[src/rtl/el2_soc_pkg.sv]
// Shared SoC definitions for the interrupt/SysTick block: limits, defaults,
// the SysTick state type and the per-channel pending-bit update rule.
package el2_soc_pkg;

  localparam int IRQ_MAX         = 31;
  localparam int TICK_W_DEF      = 24;
  localparam int SYNC_STAGES_DEF = 2;

  typedef enum logic {
    ST_IDLE  = 1'b0,
    ST_COUNT = 1'b1
  } systick_state_e;

  // Next value of one request bit. A mode change wipes the bit so a stale
  // level or pending edge never leaks across modes; in edge mode a new edge
  // beats a simultaneous acknowledge.
  function automatic logic pend_next(
    input logic edge_mode,
    input logic mode_q,
    input logic rise,
    input logic lvl,
    input logic ack,
    input logic cur
  );
    if (edge_mode != mode_q) return 1'b0;
    if (!edge_mode)          return lvl;
    return rise | (cur & ~ack);
  endfunction

endpackage

[src/rtl/el2_sync.sv]
// Multi-flop synchronizer for a vector of asynchronous inputs.
module el2_sync #(
  parameter int WIDTH  = 1,
  parameter int STAGES = 2
) (
  input  logic             i_clk,
  input  logic             i_rst_n,
  input  logic [WIDTH-1:0] i_d,
  output logic [WIDTH-1:0] o_q
);

  logic [WIDTH-1:0] r_stage [STAGES];

  always_ff @(posedge i_clk or negedge i_rst_n) begin
    if (!i_rst_n) begin
      for (int s = 0; s < STAGES; s++) r_stage[s] <= '0;
    end else begin
      r_stage[0] <= i_d;
      for (int s = 1; s < STAGES; s++) r_stage[s] <= r_stage[s-1];
    end
  end

  assign o_q = r_stage[STAGES-1];

endmodule

[src/rtl/el2_irq_systick.sv]
// External IRQ / NMI conditioning and SysTick timer feeding the core PIC,
// timer_int and nmi_int inputs.
module el2_irq_systick
  import el2_soc_pkg::*;
#(
  parameter int NUM_IRQ     = 15,
  parameter int SYNC_STAGES = SYNC_STAGES_DEF,
  parameter int TICK_W      = TICK_W_DEF
) (
  input  logic               HCLK,
  input  logic               HRESETn,
  input  logic [NUM_IRQ-1:0] IRQ,
  input  logic [NUM_IRQ-1:0] IRQ_EDGE,
  input  logic [NUM_IRQ-1:0] IRQ_ACK,
  input  logic               NMI,
  input  logic               SYSTICK_EN,
  input  logic [TICK_W-1:0]  SYSTICKCLKDIV,
  input  logic               SYSTICK_ACK,
  output logic [NUM_IRQ-1:0] EXTINTSRC_REQ,
  output logic               TIMER_INT,
  output logic               NMI_INT,
  output logic [TICK_W-1:0]  SYSTICK_CNT
);

  localparam logic [2:0]        ARM_DONE = 3'(SYNC_STAGES + 1);
  localparam logic [TICK_W-1:0] CNT_ONE  = TICK_W'(1);

  logic [NUM_IRQ:0]   w_sync_in;
  logic [NUM_IRQ:0]   w_sync_out;
  logic [NUM_IRQ-1:0] w_irq_s;
  logic               w_nmi_s;

  logic [NUM_IRQ-1:0] r_irq_prev;
  logic [NUM_IRQ-1:0] r_mode;
  logic [NUM_IRQ-1:0] r_req;
  logic [NUM_IRQ-1:0] w_rise;
  logic [NUM_IRQ-1:0] w_req_nxt;
  logic               r_nmi_prev;
  logic               r_nmi_int;
  logic [2:0]         r_arm_cnt;
  logic               w_armed;

  systick_state_e     r_state;
  systick_state_e     w_state_nxt;
  logic [TICK_W-1:0]  r_cnt;
  logic [TICK_W-1:0]  w_cnt_nxt;
  logic               w_tick;
  logic               r_timer_int;

  assign w_sync_in = {NMI, IRQ};

  el2_sync #(
    .WIDTH  (NUM_IRQ + 1),
    .STAGES (SYNC_STAGES)
  ) u_sync (
    .i_clk   (HCLK),
    .i_rst_n (HRESETn),
    .i_d     (w_sync_in),
    .o_q     (w_sync_out)
  );

  assign w_irq_s = w_sync_out[NUM_IRQ-1:0];
  assign w_nmi_s = w_sync_out[NUM_IRQ];

  // Edge detection stays blind until the synchronizer and the previous-value
  // flop hold post-reset samples, so a source already high at reset release
  // is not mistaken for a fresh edge.
  assign w_armed = (r_arm_cnt == ARM_DONE);
  assign w_rise  = w_irq_s & ~r_irq_prev & {NUM_IRQ{w_armed}};

  always_comb begin
    w_req_nxt = r_req;
    for (int i = 0; i < NUM_IRQ; i++) begin
      w_req_nxt[i] = pend_next(IRQ_EDGE[i], r_mode[i], w_rise[i],
                               w_irq_s[i], IRQ_ACK[i], r_req[i]);
    end
  end

  always_ff @(posedge HCLK or negedge HRESETn) begin
    if (!HRESETn) begin
      r_arm_cnt  <= '0;
      r_irq_prev <= '0;
      r_mode     <= '0;
      r_req      <= '0;
      r_nmi_prev <= 1'b0;
      r_nmi_int  <= 1'b0;
    end else begin
      if (!w_armed) r_arm_cnt <= r_arm_cnt + 3'd1;
      r_irq_prev <= w_irq_s;
      r_mode     <= IRQ_EDGE;
      r_req      <= w_req_nxt;
      r_nmi_prev <= w_nmi_s;
      r_nmi_int  <= w_nmi_s & ~r_nmi_prev;
    end
  end

  // SysTick: the registered state gives one load cycle after enabling, and
  // the reload value is only sampled at the reload itself.
  always_comb begin
    w_state_nxt = r_state;
    w_cnt_nxt   = r_cnt;
    w_tick      = 1'b0;
    case (r_state)
      ST_IDLE: begin
        w_cnt_nxt = SYSTICKCLKDIV;
        if (SYSTICK_EN) w_state_nxt = ST_COUNT;
      end
      ST_COUNT: begin
        if (r_cnt == '0) begin
          w_tick    = 1'b1;
          w_cnt_nxt = SYSTICKCLKDIV;
        end else begin
          w_cnt_nxt = r_cnt - CNT_ONE;
        end
        if (!SYSTICK_EN) w_state_nxt = ST_IDLE;
      end
      default: w_state_nxt = ST_IDLE;
    endcase
  end

  always_ff @(posedge HCLK or negedge HRESETn) begin
    if (!HRESETn) begin
      r_state     <= ST_IDLE;
      r_cnt       <= '0;
      r_timer_int <= 1'b0;
    end else begin
      r_state <= w_state_nxt;
      r_cnt   <= w_cnt_nxt;
      if (w_tick)           r_timer_int <= 1'b1;
      else if (SYSTICK_ACK) r_timer_int <= 1'b0;
    end
  end

  assign EXTINTSRC_REQ = r_req;
  assign TIMER_INT     = r_timer_int;
  assign NMI_INT       = r_nmi_int;
  assign SYSTICK_CNT   = r_cnt;

endmodule

[config.mk]
export PLATFORM = sky130hd
export DESIGN_NAME = el2_irq_systick
export DESIGN_NICKNAME = d
export VERILOG_FILES = /design/src/rtl/el2_soc_pkg.sv /design/src/rtl/el2_sync.sv /design/src/rtl/el2_irq_systick.sv
export SDC_FILE = /design/constraint.sdc
export NUM_CORES = 1
export LEC_CHECK = 0
export ABC_CLOCK_PERIOD_IN_PS = 3760
export CORE_UTILIZATION = 30
export CTS_BUF_LIST = sky130_fd_sc_hd__clkbuf_4 sky130_fd_sc_hd__clkbuf_8
export CTS_CLUSTER_SIZE = 30
export DETAILED_ROUTE_END_ITERATION = 7
export PLACE_DENSITY_LB_ADDON = 0.05
export SYNTH_ARGS = -nofsm -noshare
export SYNTH_HDL_FRONTEND = slang
export SYNTH_SLANG_ARGS = --single-unit
[constraint.sdc]
create_clock -name HCLK -period 3.76 [get_ports HCLK]
set_input_delay 0.752 -clock HCLK [delete_from_list [all_inputs] [get_ports HCLK]]
set_output_delay 0.752 -clock HCLK [all_outputs]
set_load 0.02 [all_outputs]
---- Word-level counts from Yosys, hierarchy flattened ----
Cells that the tools add are included.
storage, ports and cells
  input bits .............................. 74
  memory bits (read-only) ................. 0
  memory bits (writable) .................. 0
  word-level logic and storage cells ...... 194
  register bits after elaboration ......... 108
  latch bits .............................. 0
  memories ................................ 0
  output and inout port bits .............. 41
operators by class
  $mul .................................... 0
  reductions and logical operators ........ 2
  shift operators ......................... 0
  $lt $le $gt $ge ......................... 0
  mux-type cells .......................... 112
  equal/unequal tests ..................... 16
  add/sub/neg operators ................... 2
  divide/modulo/power cells ............... 0
  bitwise logic cells ..................... 51
operators by type and width
  cell                                                 number
  two-way mux 1 bit                                    110
  case mux 24 bit (2 select lines)                     1
  bitwise AND 15 bit                                   2
  zero test 24 bit                                     1
  two-way mux 24 bit                                   1
  subtractor 24 x 1 -> 24 bit (second input constant)  1
  inverter 1 bit                                       17
  bitwise AND 1 bit                                    16
  inequality test 1 bit                                15
  inverter 15 bit                                      1
  bitwise OR 1 bit                                     15
  adder 3 x 1 -> 3 bit (second input constant)         1
  == test 3 x 2 -> 1 bit (second input constant)       1
  nonzero test 2 bit                                   1

---- Longest topological paths before layout ----
  depth after elaboration ................. 6
  mapped depth ............................ 8
  depth with buffers taken out ............ 7

---- Hierarchy ----
From an unflattened synthesis, not the netlist that was laid out.
unflattened totals
  cells, all modules ...................... 334
  area, all modules ....................... 4115.2 um2
by module, submodules not included
  module           times used  cells an instance  area an instance (um2)  sequential area each (um2)
  el2_irq_systick  1           286                3194.3                  1901.8
  el2_sync         1           48                 920.9                   800.8

---- Worst setup path before layout ----
Ideal clock, no wire load.
  path type ............................... register to register
  start point ............................. register r_cnt[19] (netlist: SYSTICK_CNT[19])
  end point ............................... register r_cnt[0] (netlist: SYSTICK_CNT[0])
  path buffers ............................ 2
  arrival ................................. 2.089 ns
  required time ........................... 3.625 ns
  library setup time ...................... 0.135 ns
  stages on the path, launching flop included .. 7
  period minus slack after synthesis ...... 2.224 ns
  setup slack ............................. 1.536 ns
  cell sequence ........................... dfrtp_1 or4_4 or4_4 o31ai_4 buf_6 buf_6 o21ai_0
between the ends
  cells in the longest elaborated chain, start to end .. 3
ends and longest elaborated chain
  element                           RTL line                source
  from (decl)                       el2_irq_systick.sv:45   logic [TICK_W-1:0] r_cnt;
  from (signal assigned)            el2_irq_systick.sv:128  r_cnt <= w_cnt_nxt;
  zero test 24 bit                  el2_irq_systick.sv:109  if (r_cnt == '0) begin
  two-way mux 24 bit                el2_irq_systick.sv:109
  case mux 24 bit (2 select lines)  el2_irq_systick.sv:103  case (r_state)
  via w_cnt_nxt[0]                  el2_irq_systick.sv:46   logic [TICK_W-1:0] w_cnt_nxt;
The timed path passes the listed nets, and every way through them passes these cells.
A chain may end at the register's enable or synchronous reset.

---- Worst setup path in the final report ----
  start point ............................. register r_cnt[18] (netlist: SYSTICK_CNT[18])
  end point ............................... register r_cnt[4] (netlist: SYSTICK_CNT[4])
Same word-level chain as after synthesis.

==> results.yml <==
routing:
  wirelength_um: 8490
  via_per_inst: 4.47
  drt_iter0_markers: 114
  avgRoutedWirePerCell_um: 13.9
  first_pass_iters: 4
  postRouteAntennaNets: 0
  drc: 0
  vias: 2736
min_path:
  whs_endpoint: "u_sync.o_q[6]"
  hold_path_class: "reg -> reg"
  hold_depth: 0
  hold_start: "u_sync.r_stage[22]"
worst_setup_path:
  cp-start-kind: "flop"
  worst_setup_path_end_kind: "flop"
  r2r_end: "SYSTICK_CNT[4]"
  cp_max_fo: 16
  r2r-start: "SYSTICK_CNT[18]"
  required_ps: 4030
  critPathArrivalTime_ps: 2890
  rr_worst_depth: 6
  critPathKind: "reg -> reg"
  r2r_setup_slack_ps: 1140
cts:
  cts-root-buf: "clkbuf_8"
  clk_pin_slew_ps: 100
  cts_sinks: 108
  cts_tree: "yes"
  numCtsBuffers: 9
  cts_buffer_depth: 2
  htreeDepth: 3
  cts_hold_buf: 0
  clk_latency_ps: 370
  post_cts_buffers: 0
  cts-resized-gates: 0
grt:
  antenna_found_initial: 0
  grt_pass1_vias: 2695
  gr-total-overflow: 0
  track_usage_pct: 13.5
  grt_pass1_wl_um: 13600
  grt_max_degree: 73
power_and_ir_drop:
  leakage_nw: 2.26
  peakVddDrop_mv: 0.184
  p_per_area_mw_per_mm2: 418
layout:
  regArea_mm2: 0.00270
  final_util_pct: 43.0
  layout_common_cells: "clkdlybuf4s50_1, dfrtp_1, nand2_1, o21ai_0, nand4b_1"
  syn_to_final_growth_pct: 38.2
  multi_input_area_mm2: 0.00119
  finish.net_count: 513
  layout-drive-gt1-share_pct: 5.68
  antennaDiodeCount: 0
  layout_commonest_cell: "clkdlybuf4s50_1"
  n_fill_cell: 1241
floorplanning:
  boundaryPins: 115
  std_cell_rows: 41
  design.core.area_mm2: 0.0127
  initial_core_util_pct: 31.1
  die_area_mm2: 0.0137
  die_w_um: 117
  die_y_um: 117
synthesis:
  muxShareOfSynthArea_pct: 0.285
  synth.distinct_cells: 30
  synthesis.nets: 391
  ys_seq_area_share_pct: 68.3
  ys_ff_latch: 108
  synth_compound_area_share_pct: 6.01
  synth_cells: 313
  synth_xor_area_share_pct: 4.87
  synth.avg_cell_area_um2: 12.6
  syn_area_mm2: 0.00396
  synthAdderAreaFrac_pct: 1.27
  synth_top_family_by_area: "simple AND/OR/NAND/NOR gates"
  yosys_warnings: 0
  synth_simple_gate_area_share_pct: 17.6
run_status:
  status: "complete, no violations"
placed_design:
  hpwl_um: 5860
  port_buffers: 114
  gpl.final_weighted_congestion: 0.761
  dp_slack_ps: 1120
timing:
  max_clock_freq_ghz: 0.382
  fin_setup_tns_ps: 0
  fin_crit_ps: 2620
  finalHoldViolations: 0
  tightest_slew_ps: 920
  relSlewSlack_pct: 38.6
  fin_skew_ps: 8.36
  min_period_over_period_pct: 69.6
  rsz0062_at_grt: "false"
  finalSetupViolCount: 0
  slew_violations: 0
  fin_ws_ps: 1140
flow_run:
  maxCapViolCount: 0
[logic make-up (layout without fill, tap and decap cells)]
family,Yosys count,in the layout
flops,108,108
xor+xnor,22,22
compound gates,43,43
mux,1,1
buf+inv,11,138
fa+ha+maj,4,4
simple gates,124,124
[through the flow]
stage / area [um^2] / hold slack [ps] / cells / power (W)
floorplan: 3960 / 331 / 313 / 0.00144
global placement: 5290 / 332 / 596 / 0.00165
detailed placement: 5290 / 335 / 596 / 0.00165
CTS: 5470 / 351 / 612 / 0.00234
global route: 5470 / 360 / 612 / 0.00242
finish: 5470 / 351 / 612 / 0.00229
[synthesized netlist by cell type]
library cell	number	area (um^2)
a21o_1	1	7.51
a21oi_1	1	5.00
a22o_1	1	8.76
and4_1	1	8.76
buf_2	1	5.00
buf_6	3	33.8
clkbuf_1	2	7.51
clkbuf_2	1	5.00
dfrtp_1	108	2700
ha_1	4	50.1
inv_1	4	15.0
mux2_2	1	11.3
nand2_1	61	229
nand3_1	1	5.00
nand3b_1	1	7.51
nand4_1	1	6.26
nand4b_1	31	272
nor2_1	6	22.5
nor2b_1	1	6.26
nor3_1	6	30.0
nor3b_1	1	7.51
nor4_1	4	25.0
nor4b_1	1	8.76
o21ai_0	39	195
o31ai_4	1	21.3
or3_1	6	37.5
or4_1	1	7.51
or4_4	2	22.5
xnor2_1	11	96.3
xor2_1	11	96.3
[sequential cells by signal (all words and copies together) (netlist names)]
signal,flops
u_sync.r_stage,16
r_arm_cnt,3
r_nmi_prev,1
SYSTICK_CNT,24
r_state,1
r_irq_prev,15
u_sync.o_q,16
r_mode,15
NMI_INT,1
EXTINTSRC_REQ,15
TIMER_INT,1
[metal layers]
| metal | global-route usage, % | vias up | part of all wire [%] |
|---|---|---|---|
| met2 | 20.4 | 76 | 46 |
| met3 | 5.77 | 8 | 7.8 |
| li1 | - | 1335 | - |
| met1 | 17.6 | 1317 | 45 |
| met4 | 4.30 | 0 | 1.3 |
| met5 | 0 | - | 0 |
[power by group]
group	internal, W	switching (W)	total (W)	leakage (nW)
Combinational	0.000181	0.000156	0.000336	0.876
Clock	0.000269	0.000392	0.000661	0.0935
Sequential	0.00123	0.0000568	0.00129	1.29
Total	0.00168	0.000604	0.00229	2.26
[area by class of cell]
| class | count | share of cell area [%] |
|---|---|---|
| flip-flops and latches | 108 | 49.4 |
| multi-input cells | 194 | 21.7 |
| repair buffers | 118 | 21.4 |
| well taps | 172 | 3.94 |
| clock buffers | 11 | 2.65 |
| clock inverters | 5 | 0.641 |
| inverters | 4 | 0.275 |
[worst max-delay path by stage]
stage,slack [ps],cells after the start,to,from
after CTS,1090,6,SYSTICK_CNT[4],SYSTICK_CNT[19]
after floorplan,1540,6,SYSTICK_CNT[0],SYSTICK_CNT[19]
after detailed placement,1120,6,SYSTICK_CNT[4],SYSTICK_CNT[19]
final,1140,6,SYSTICK_CNT[4],SYSTICK_CNT[18]
after global placement,1160,6,SYSTICK_CNT[4],SYSTICK_CNT[19]
after global routing,890,6,SYSTICK_CNT[4],SYSTICK_CNT[5]
[worst max-delay path, cell delays in order, from the launching register on]
cell and delay (ps):
dfrtp_1 430, or4_4 550, or4_4 460, o31ai_4 580, buf_4 280, a21oi_1 50, a21o_1 150
No activity file was read; power rests on OpenSTA's default activity.
